### src/rtl/game_controller_rounds.sv
// Multi-round whack-a-mole game sequencer: welcome, time load, timed rounds with
// pause, inter-round gap and final score screen, with an internal per-second countdown.
module game_controller_rounds #(
    parameter int NUM_ROUNDS = 3,
    parameter int TIME_W     = 4,
    parameter int TICK_DIV   = 50000000,
    parameter int TIME_DEC   = 2,
    parameter int TIME_MIN   = 1,
    parameter int PAUSE_EN   = 1,
    localparam int RIDX_W    = (NUM_ROUNDS > 1) ? $clog2(NUM_ROUNDS) : 1
) (
    input  logic              clk,
    input  logic              reset,
    input  logic              go,
    input  logic              pause,
    input  logic [TIME_W-1:0] time_in,
    output logic              ld_time,
    output logic              play,
    output logic              paused,
    output logic              display_score,
    output logic              round_done,
    output logic              game_over,
    output logic              tick,
    output logic [RIDX_W-1:0] round_idx,
    output logic [TIME_W-1:0] time_left
);

    localparam int CNT_W = $clog2(TICK_DIV);
    localparam logic [CNT_W-1:0]  CNT_MAX  = CNT_W'(TICK_DIV - 1);
    localparam logic [RIDX_W-1:0] LAST_IDX = RIDX_W'(NUM_ROUNDS - 1);
    localparam logic [TIME_W-1:0] TL_ONE   = TIME_W'(1);
    localparam int unsigned       FLOOR_T  = TIME_MIN + TIME_DEC;

    typedef enum logic [2:0] {
        S_IDLE   = 3'd0,
        S_LOAD   = 3'd1,
        S_ARM    = 3'd2,
        S_PLAY   = 3'd3,
        S_PAUSED = 3'd4,
        S_GAP    = 3'd5,
        S_SCORE  = 3'd6
    } state_t;

    state_t             state_q, state_d;
    logic               go_q, pause_q;
    logic [RIDX_W-1:0]  round_idx_q, round_idx_d;
    logic [TIME_W-1:0]  round_time_q, round_time_d;
    logic [TIME_W-1:0]  time_left_q, time_left_d;
    logic [CNT_W-1:0]   tick_cnt_q, tick_cnt_d;
    logic               round_done_q, round_done_d;
    logic               game_over_q, game_over_d;

    logic go_rise, pause_rise, tick_now, expire;

    always_ff @(posedge clk) begin
        if (reset) begin
            state_q      <= S_IDLE;
            go_q         <= 1'b1;
            pause_q      <= 1'b1;
            round_idx_q  <= '0;
            round_time_q <= '0;
            time_left_q  <= '0;
            tick_cnt_q   <= '0;
            round_done_q <= 1'b0;
            game_over_q  <= 1'b0;
        end else begin
            state_q      <= state_d;
            go_q         <= go;
            pause_q      <= pause;
            round_idx_q  <= round_idx_d;
            round_time_q <= round_time_d;
            time_left_q  <= time_left_d;
            tick_cnt_q   <= tick_cnt_d;
            round_done_q <= round_done_d;
            game_over_q  <= game_over_d;
        end
    end

    always_comb begin
        go_rise      = go & ~go_q;
        pause_rise   = (PAUSE_EN != 0) & pause & ~pause_q;
        tick_now     = (state_q == S_PLAY) && (tick_cnt_q == CNT_MAX);
        expire       = tick_now && (time_left_q == TL_ONE);

        state_d      = state_q;
        round_idx_d  = round_idx_q;
        round_time_d = round_time_q;
        time_left_d  = time_left_q;
        tick_cnt_d   = tick_cnt_q;
        round_done_d = 1'b0;
        game_over_d  = 1'b0;

        case (state_q)
            S_IDLE: begin
                if (go_rise) state_d = S_LOAD;
            end
            S_LOAD: begin
                round_time_d = time_in;
                if (go_rise && (time_in != '0)) state_d = S_ARM;
            end
            S_ARM: begin
                time_left_d = round_time_q;
                tick_cnt_d  = '0;
                state_d     = S_PLAY;
            end
            S_PLAY: begin
                // Every PLAY cycle advances the second counter, including the one that pauses.
                if (tick_now) begin
                    tick_cnt_d  = '0;
                    time_left_d = time_left_q - TL_ONE;
                end else begin
                    tick_cnt_d = tick_cnt_q + CNT_W'(1);
                end
                if (expire) begin
                    if (round_idx_q == LAST_IDX) begin
                        state_d     = S_SCORE;
                        game_over_d = 1'b1;
                    end else begin
                        state_d      = S_GAP;
                        round_done_d = 1'b1;
                        round_idx_d  = round_idx_q + RIDX_W'(1);
                        if (32'(round_time_q) <= FLOOR_T)
                            round_time_d = TIME_W'(TIME_MIN);
                        else
                            round_time_d = round_time_q - TIME_W'(TIME_DEC);
                    end
                end else if (pause_rise) begin
                    state_d = S_PAUSED;
                end
            end
            S_PAUSED: begin
                if (pause_rise) state_d = S_PLAY;
            end
            S_GAP: begin
                if (go_rise) state_d = S_ARM;
            end
            S_SCORE: begin
                if (go_rise) begin
                    state_d      = S_IDLE;
                    round_idx_d  = '0;
                    round_time_d = '0;
                    time_left_d  = '0;
                end
            end
            default: state_d = S_IDLE;
        endcase
    end

    assign ld_time       = (state_q == S_LOAD);
    assign play          = (state_q == S_PLAY);
    assign paused        = (state_q == S_PAUSED);
    assign display_score = (state_q == S_SCORE);
    assign round_done    = round_done_q;
    assign game_over     = game_over_q;
    assign tick          = tick_now;
    assign round_idx     = round_idx_q;
    assign time_left     = time_left_q;

endmodule
### config.mk
export PLATFORM = sky130hd
export DESIGN_NAME = game_controller_rounds
export DESIGN_NICKNAME = d
export VERILOG_FILES = /design/src/rtl/game_controller_rounds.sv
export SDC_FILE = /design/constraint.sdc
export NUM_CORES = 1
export LEC_CHECK = 0
export CAP_MARGIN = 20
export CORE_AREA = 2 2 58 100
export DETAILED_ROUTE_END_ITERATION = 16
export DIE_AREA = 0 0 60 102
export PLACE_DENSITY = 0.68
export SLEW_MARGIN = 15
export SYNTH_ARGS = -nofsm -noshare
export SYNTH_HDL_FRONTEND = slang
export SYNTH_SLANG_ARGS = --single-unit
### constraint.sdc
create_clock -name clk -period 2.6 [get_ports clk]
set_clock_uncertainty 0.05 [all_clocks]
set_input_delay 0.39 -clock clk [delete_from_list [all_inputs] [get_ports clk]]
set_output_delay 0.39 -clock clk [all_outputs]
set_load 0.02 [all_outputs]
==> results of run 1 <==
==> worst paths after layout <==
check / slack (ps) / from / depth (start not counted) / end
worst max register to register: 360 / state_q[1]$_SDFFE_PP0P_ / 7 / tick_cnt_q[20]$_SDFFE_PP0P_
worst min-delay path: 450 / tick_cnt_q[21]$_SDFFE_PP0P_ / 1 / tick_cnt_q[21]$_SDFFE_PP0P_
worst max-delay path: 160 / state_q[1]$_SDFFE_PP0P_ / 3 / play
worst min register to register: 450 / tick_cnt_q[21]$_SDFFE_PP0P_ / 1 / tick_cnt_q[21]$_SDFFE_PP0P_
==> worst register-to-register path, stage by stage (launching register included) <==
cell and delay [ps]:
dfxtp_1 650, nand3b_4 200, clkinv_1 220, nand2b_1 180
a21oi_1 160, buf_4 190, or4b_1 450, o21ai_1 90
==> flip-flops by register name, summed over array words and instances, names as in the netlist <==
register / flops
pause_q: 1
tick_cnt_q: 26
round_time_q: 4
go_q: 1
game_over: 1
time_left: 4
round_done: 1
round_idx: 2
state_q: 3
==> cell usage after synthesis, drive strengths merged, types with 2 or more instances <==
cell / n / area share
or4b: 4 / 0.016
or2: 2 / 0.0049
nand3: 13 / 0.025
o211ai: 5 / 0.015
nor2b: 4 / 0.0097
and4: 6 / 0.021
or4: 3 / 0.0087
nor2: 30 / 0.044
nand2b: 11 / 0.027
o21ai: 14 / 0.029
nand4: 16 / 0.044
a21oi: 20 / 0.039
and2: 5 / 0.012
a21boi: 2 / 0.0058
nand3b: 2 / 0.011
nor3: 7 / 0.014
nor4b: 2 / 0.0068
inv: 14 / 0.020
mux2i: 6 / 0.023
o2bb2ai: 3 / 0.010
xor2: 13 / 0.044
a21o: 2 / 0.0058
nand2: 25 / 0.036
xnor2: 4 / 0.014
buf: 7 / 0.019
ha: 5 / 0.024
or3: 2 / 0.0068
nor4: 6 / 0.029
clkbuf: 7 / 0.018
a22oi: 2 / 0.0058
and3: 2 / 0.0049
and4b: 2 / 0.0078
dfxtp: 43 / 0.33
a311oi: 3 / 0.010
==> per-layer routing <==
layer / track usage / vias up / part of all wire / wire length (um)
li1: - / 1174 / - / -
met1: 0.223 / 1125 / 0.38 / 2350
met2: 0.410 / 64 / 0.56 / 3450
met3: 0.0278 / 14 / 0.032 / 197
met4: 0.0701 / 0 / 0.019 / 119
met5: 0 / - / 0 / 0
==> cells by family (layout without fill, tap and decap cells) <==
family | Yosys count | after routing | share of synthesized area
AOI/OAI and AO/OA | 62 | 62 | 0.156
xor gates and xnor gates | 17 | 17 | 0.0578
adders and majority gates | 5 | 5 | 0.0243
buffers and inverters | 29 | 54 | 0.0588
DFF | 43 | 43 | 0.334
muxes | 6 | 6 | 0.0233
and+or+nand+nor | 147 | 147 | 0.346
==> power by group through the flow <==
stage	Clock [mW]	Sequential [mW]	Combinational [mW]
after detailed placement	0	0.817	0.611
after CTS	0.438	0.801	0.613
final	0.426	0.800	0.609
after global routing	0.460	0.812	0.670
after global placement	0	0.815	0.605
after floorplan	0	0.806	0.427
==> through the flow <==
| step | instances | power, mW |
|---|---|---|
| 2_1_floorplan | 309 | 1.23 |
| 3_3_place_gp | 400 | 1.42 |
| 3_5_place_dp | 400 | 1.43 |
| 4_1_cts | 408 | 1.85 |
| 5_1_grt | 408 | 1.94 |
| 6_report | 408 | 1.83 |
==> cell type report <==
cell class | instances | area, um^2 | share of cell area
clock inverter | 3 | 15.0 | 0.00509
timing repair buffer | 31 | 285 | 0.0967
sequential | 43 | 862 | 0.292
clock buffer | 5 | 68.8 | 0.0233
multi-input combinational | 237 | 1570 | 0.532
tap | 74 | 92.6 | 0.0314
inverter | 15 | 56.3 | 0.0191
==> repair_timing <==
item | in CTS | in global routing
gates cloned | 0 | 0
gates resized for setup | 1 | 2
endpoints found under the hold margin | 0 | 0
endpoints found under the setup margin | 1 | 2
==> flow_summary.yaml, run 1 <==
clocking:
  cts_buffer_depth: 2
  hold_buffers: 0
  postCtsSetupRepairBufs: 0
  clk_latency_ps: 300
  cts.sinks: 43
  clkSlewWorstSetupHoldPaths_ps: 90
  htree_levels: 2
  cts_buffers: 5
  clockRootBuffer: "clkbuf_8"
  cts_tree: "yes"
critical_path:
  critical_path_required_ps: 2160
  crit_arrival_ps: 2000
  endpoint_kind: "output pin"
  crit_chain: "nand3b_4, clkinv_1, clkdlybuf4s50_1"
  max_stage_delay_ps: 650
  critPathTopFamily: "buffers and inverters"
  critPathMaxFanout: 15
  worstSetupStartpointType: "flip-flop"
  path_class: "reg2out"
  critPathSlowestCell: "dfxtp_1"
  cp.buffers_inverters: 2
place:
  dpl.hpwl_mm: 4.69
  gp_congestion: 0.845
  dp_slack_ps: 224
  port_buffers: 20
  placedInstanceArea_um2: 2860
power_and_ir_drop:
  ir_worst_vdd_uv: 331
  seq_power_share: 0.436
  internal_power_mw: 1.15
  pwr-share-clk: 0.232
  swShare: 0.371
  power.switching_mw: 0.682
  power_density_nw_per_um2: 622
  power.leakage_nw: 1.05
  p_comb_frac: 0.332
route:
  drcViolationCount: 0
  firstDrtPassIters: 4
  wl_mm: 6.12
  viasPerCell: 5.83
  drt-initial-drc-count: 78
  wire_per_inst_um: 15.0
  postRouteAntennaNets: 0
  via_count: 2377
floorplan:
  ios: 21
  initial_utilization: 0.486
  die_area_um2: 6120
  core_um2: 5300
  rows: 35
  die_h_um: 102
  die_w_um: 60
timing:
  setup_violations: 0
  max_slew.worst_pin.slew_ps: 604
  timing.fmax_mhz: 410
  finalHoldViolCount: 0
  setup_ws_ps: 161
  whs_ps: 454
  fin_crit_ps: 2440
  rsz0062_at_grt: "no"
  max_slew_margin: 0.596
  min_period_over_period: 0.938
  maxSlewViolCount: 0
  setup_tns_ps: 0
synth:
  netlist_area_um2: 2580
  yosysWarnings: 0
  synth.distinct_cells: 62
  synth_cells: 309
  ys.flop_type: "dfxtp_1"
  synth_edf_count: 0
  async_flop_share: 0
  synth_nets: 322
  ys_seq_area_frac: 0.334
  synth_area_per_cell_um2: 8.34
  synth-seq-cells: 43
finish:
  fill_cells: 519
  layout_commonest_cell: "dfxtp_1"
  fin_area_um2: 2950
  final_core_util: 0.557
  drive_gt1_frac: 0.111
  fin_nets: 346
  diodes: 0
  layout_common_cells: "42 x dfxtp_1, 30 x nor2_1, 25 x nand2_1"
  syn2layout_area_growth_pct: 14.5
grt:
  grtUsageTotal: 0.212
  grt_pass1_wl_mm: 9.99
  grt_max_degree: 27
  grt_pass1_vias: 2187
  grt_overflow: 0
  antenna_found_initial: 0
hold_path:
  hp-class: "reg2reg"
run_status:
  status: "complete, no violations"
flow_run:
  cap_viol_max_count: 0
Note: power is estimated with default switching activity, not from simulation.
==> run 2: changes to the inputs <==
Settings changed: ABC_AREA set to 1, CORE_AREA 2 2 58 100 to 2 2 58 102, DIE_AREA 0 0 60 102 to 0 0 60 104, TNS_END_PERCENT set to 5.
Clock period 2.6 ns to 2.75 ns, I/O delays scaled along.
==> run 2 against run 1 <==
  * Worst setup slack improved by 93 ps
  * First-iteration DRC count grew 64%
  * Non-clock buffer count fell by 6
  * Global-route usage rose by 1.5 points
  * Area after synthesis increased by 2.2%
  * Register-to-register slack better by 470 ps
  * Hold slack worse by 48 ps
  * Design area grew 2.8%
  * Die area is 2.0% higher
  * Utilization about the same
  * Flip-flop and latch count is the same
==> flow_summary.yaml, run 2 <==
run_status:
  status: "complete, no violations"
route:
  firstDrtPassIters: 5
  wl_mm: 6.48
  drcViolationCount: 0
  postRouteAntennaNets: 0
  drt-initial-drc-count: 128
  via_count: 2568
  viasPerCell: 5.21
  wire_per_inst_um: 13.1
finish:
  largest_reg_flops: 26
  diodes: 0
  fin_nets: 430
  fill_cells: 554
  final-seq-area_um2: 861
  syn2layout_area_growth_pct: 15.2
  drive_gt1_frac: 0.137
  regMostFlops: "tick_cnt_q"
  multi_input_area_um2: 1540
  fin_area_um2: 3030
  layout_commonest_cell: "nand2_1"
  layout_common_cells: "93 x nand2_1, 54 x nor2_1, 43 x dfxtp_1"
timing:
  finalHoldViolCount: 0
  setup_tns_ps: 0
  setup_violations: 0
  maxSlewViolCount: 0
  max_slew.worst_pin.slew_ps: 387
  max_slew_margin: 0.739
  fin_crit_ps: 2500
  min_period_over_period: 0.908
  timing.fmax_mhz: 401
  rsz0062_at_grt: "no"
place:
  port_buffers: 20
  gp_congestion: 0.906
  dpl.hpwl_mm: 5.09
  placedInstanceArea_um2: 2930
power_and_ir_drop:
  totalPowerFinal_mw: 2.01
  seq_power_share: 0.371
  p_comb_frac: 0.384
  power_density_nw_per_um2: 664
  internal_power_mw: 1.24
  power.leakage_nw: 1.22
  swShare: 0.385
  pwr-share-clk: 0.244
  ir_worst_vdd_uv: 398
  power.switching_mw: 0.775
synth:
  synth.distinct_cells: 40
  async_flop_share: 0
  ys_top_cells_by_area: "dfxtp_1 33%, nand2_1 13%, nor2_1 7.7%"
  synth-simple-area-share: 0.429
  synth_top_area_share: 0.327
  synth_cells: 391
  synth.most_common_cell: "nand2_1"
  ys.flop_type: "dfxtp_1"
  synthAdderAreaFrac: 0.0238
  netlist_area_um2: 2630
  synth.area.mux_share: 0
  synth-seq-cells: 43
  synth-compound-area-share: 0.118
  synth_edf_count: 0
  synth_nets: 404
  synth_area_per_cell_um2: 6.74
  synth_top_family_by_area: "simple AND/OR/NAND/NOR gates"
  yosysWarnings: 0
  synth_xor_area_frac: 0.0133
  ys_seq_area_frac: 0.327
  synth_common_cells: "93 x nand2_1, 54 x nor2_1, 43 x dfxtp_1"
  post-synth-top-area-cell: "dfxtp_1"
critical_path:
  crit_chain: "ha_1, nand3_1, inv_1, nand3_1, nor4_1, nand2_1, inv_1, dlygate4sd2_1"
  critPathSlowestCell: "dfxtp_1"
  endpoint_kind: "output pin"
  max_stage_delay_ps: 380
  cp.buffers_inverters: 3
  critPathMaxFanout: 4
  critPathTopFamily: "simple AND/OR/NAND/NOR gates"
  worstSetupStartpointType: "flip-flop"
  path_class: "reg2out"
  critical_path_required_ps: 2290
  crit_arrival_ps: 2030
grt:
  grt_max_degree: 16
  grt_pass1_vias: 2509
  antenna_found_initial: 0
  grt_pass1_wl_mm: 11.0
  grt_overflow: 0
  grtUsageTotal: 0.227
clocking:
  cts_tree: "yes"
  cts.sinks: 43
  clockRootBuffer: "clkbuf_8"
  htree_levels: 2
  cts_buffers: 5
  clk_latency_ps: 300
  clkSlewWorstSetupHoldPaths_ps: 80
  cts_buffer_depth: 2
  ctsResizeCount: 1
  hold_buffers: 0
  postCtsSetupRepairBufs: 0
floorplan:
  rows: 36
  die_w_um: 60
  ios: 21
  initial_utilization: 0.483
  die_area_um2: 6240
  core_um2: 5450
  die_h_um: 104
hold_path:
  hp-class: "reg2reg"
flow_run:
  cap_viol_max_count: 0
run 2: worst min-delay path, stage by stage, from the launching register on:
cell	delay, ps
dfxtp_1	320
inv_1	50
a21oi_1	50
run 2: routing by layer:
metal	vias to the layer above	GRT usage	share of wire	wire length [um]
met5	-	0	0	0
met1	1176	0.223	0.37	2380
met4	0	0.108	0.037	240
met2	52	0.428	0.57	3680
met3	18	0.0323	0.028	179
li1	1322	-	-	-
run 2: cell type report:
cell class                 instances  share of cell area
multi-input combinational        290               0.507
clock buffer                       5              0.0227
clock inverter                     2              0.0124
tap                               76              0.0314
sequential                        43               0.284
timing repair buffer              25              0.0780
inverter                          52              0.0644
run 2: through the flow:
stage          worst slack (ps)  cells  utilization  hold slack (ps)
2_1_floorplan              1010    391            -              378
3_3_place_gp                338    486        0.537              392
3_5_place_dp                307    486        0.537              393
4_1_cts                     226    493        0.556              406
5_1_grt                     107    493        0.556              433
6_report                    254    493        0.556              406
run 2: worst paths after layout:
kind	start	endpoint	slack (ps)	cells after the start
max	tick_cnt_q[0]$_SDFFE_PP0P_	tick	250	8
min	round_time_q[0]$_SDFFE_PP0P_	round_time_q[0]$_SDFFE_PP0P_	410	2
max reg2reg	state_q[1]$_SDFFE_PP0P_	state_q[1]$_SDFFE_PP0P_	830	10
min reg2reg	round_time_q[0]$_SDFFE_PP0P_	round_time_q[0]$_SDFFE_PP0P_	410	2
run 2: power by group through the flow:
stage	clock, mW	combinational, mW	sequential (mW)
2_1_floorplan	0	0.557	0.776
3_3_place_gp	0	0.770	0.761
3_5_place_dp	0	0.778	0.763
4_1_cts	0.500	0.781	0.749
5_1_grt	0.525	0.881	0.760
6_report	0.492	0.774	0.748
run 2: cells by family after synthesis:
| logic type | after synthesis |
|---|---|
| flip-flops | 43 |
| XOR/XNOR | 4 |
| adder cells (fa/ha/maj) | 5 |
| AO/OA/AOI/OAI | 53 |
| buffers and inverters | 58 |
| AND/OR/NAND/NOR | 228 |
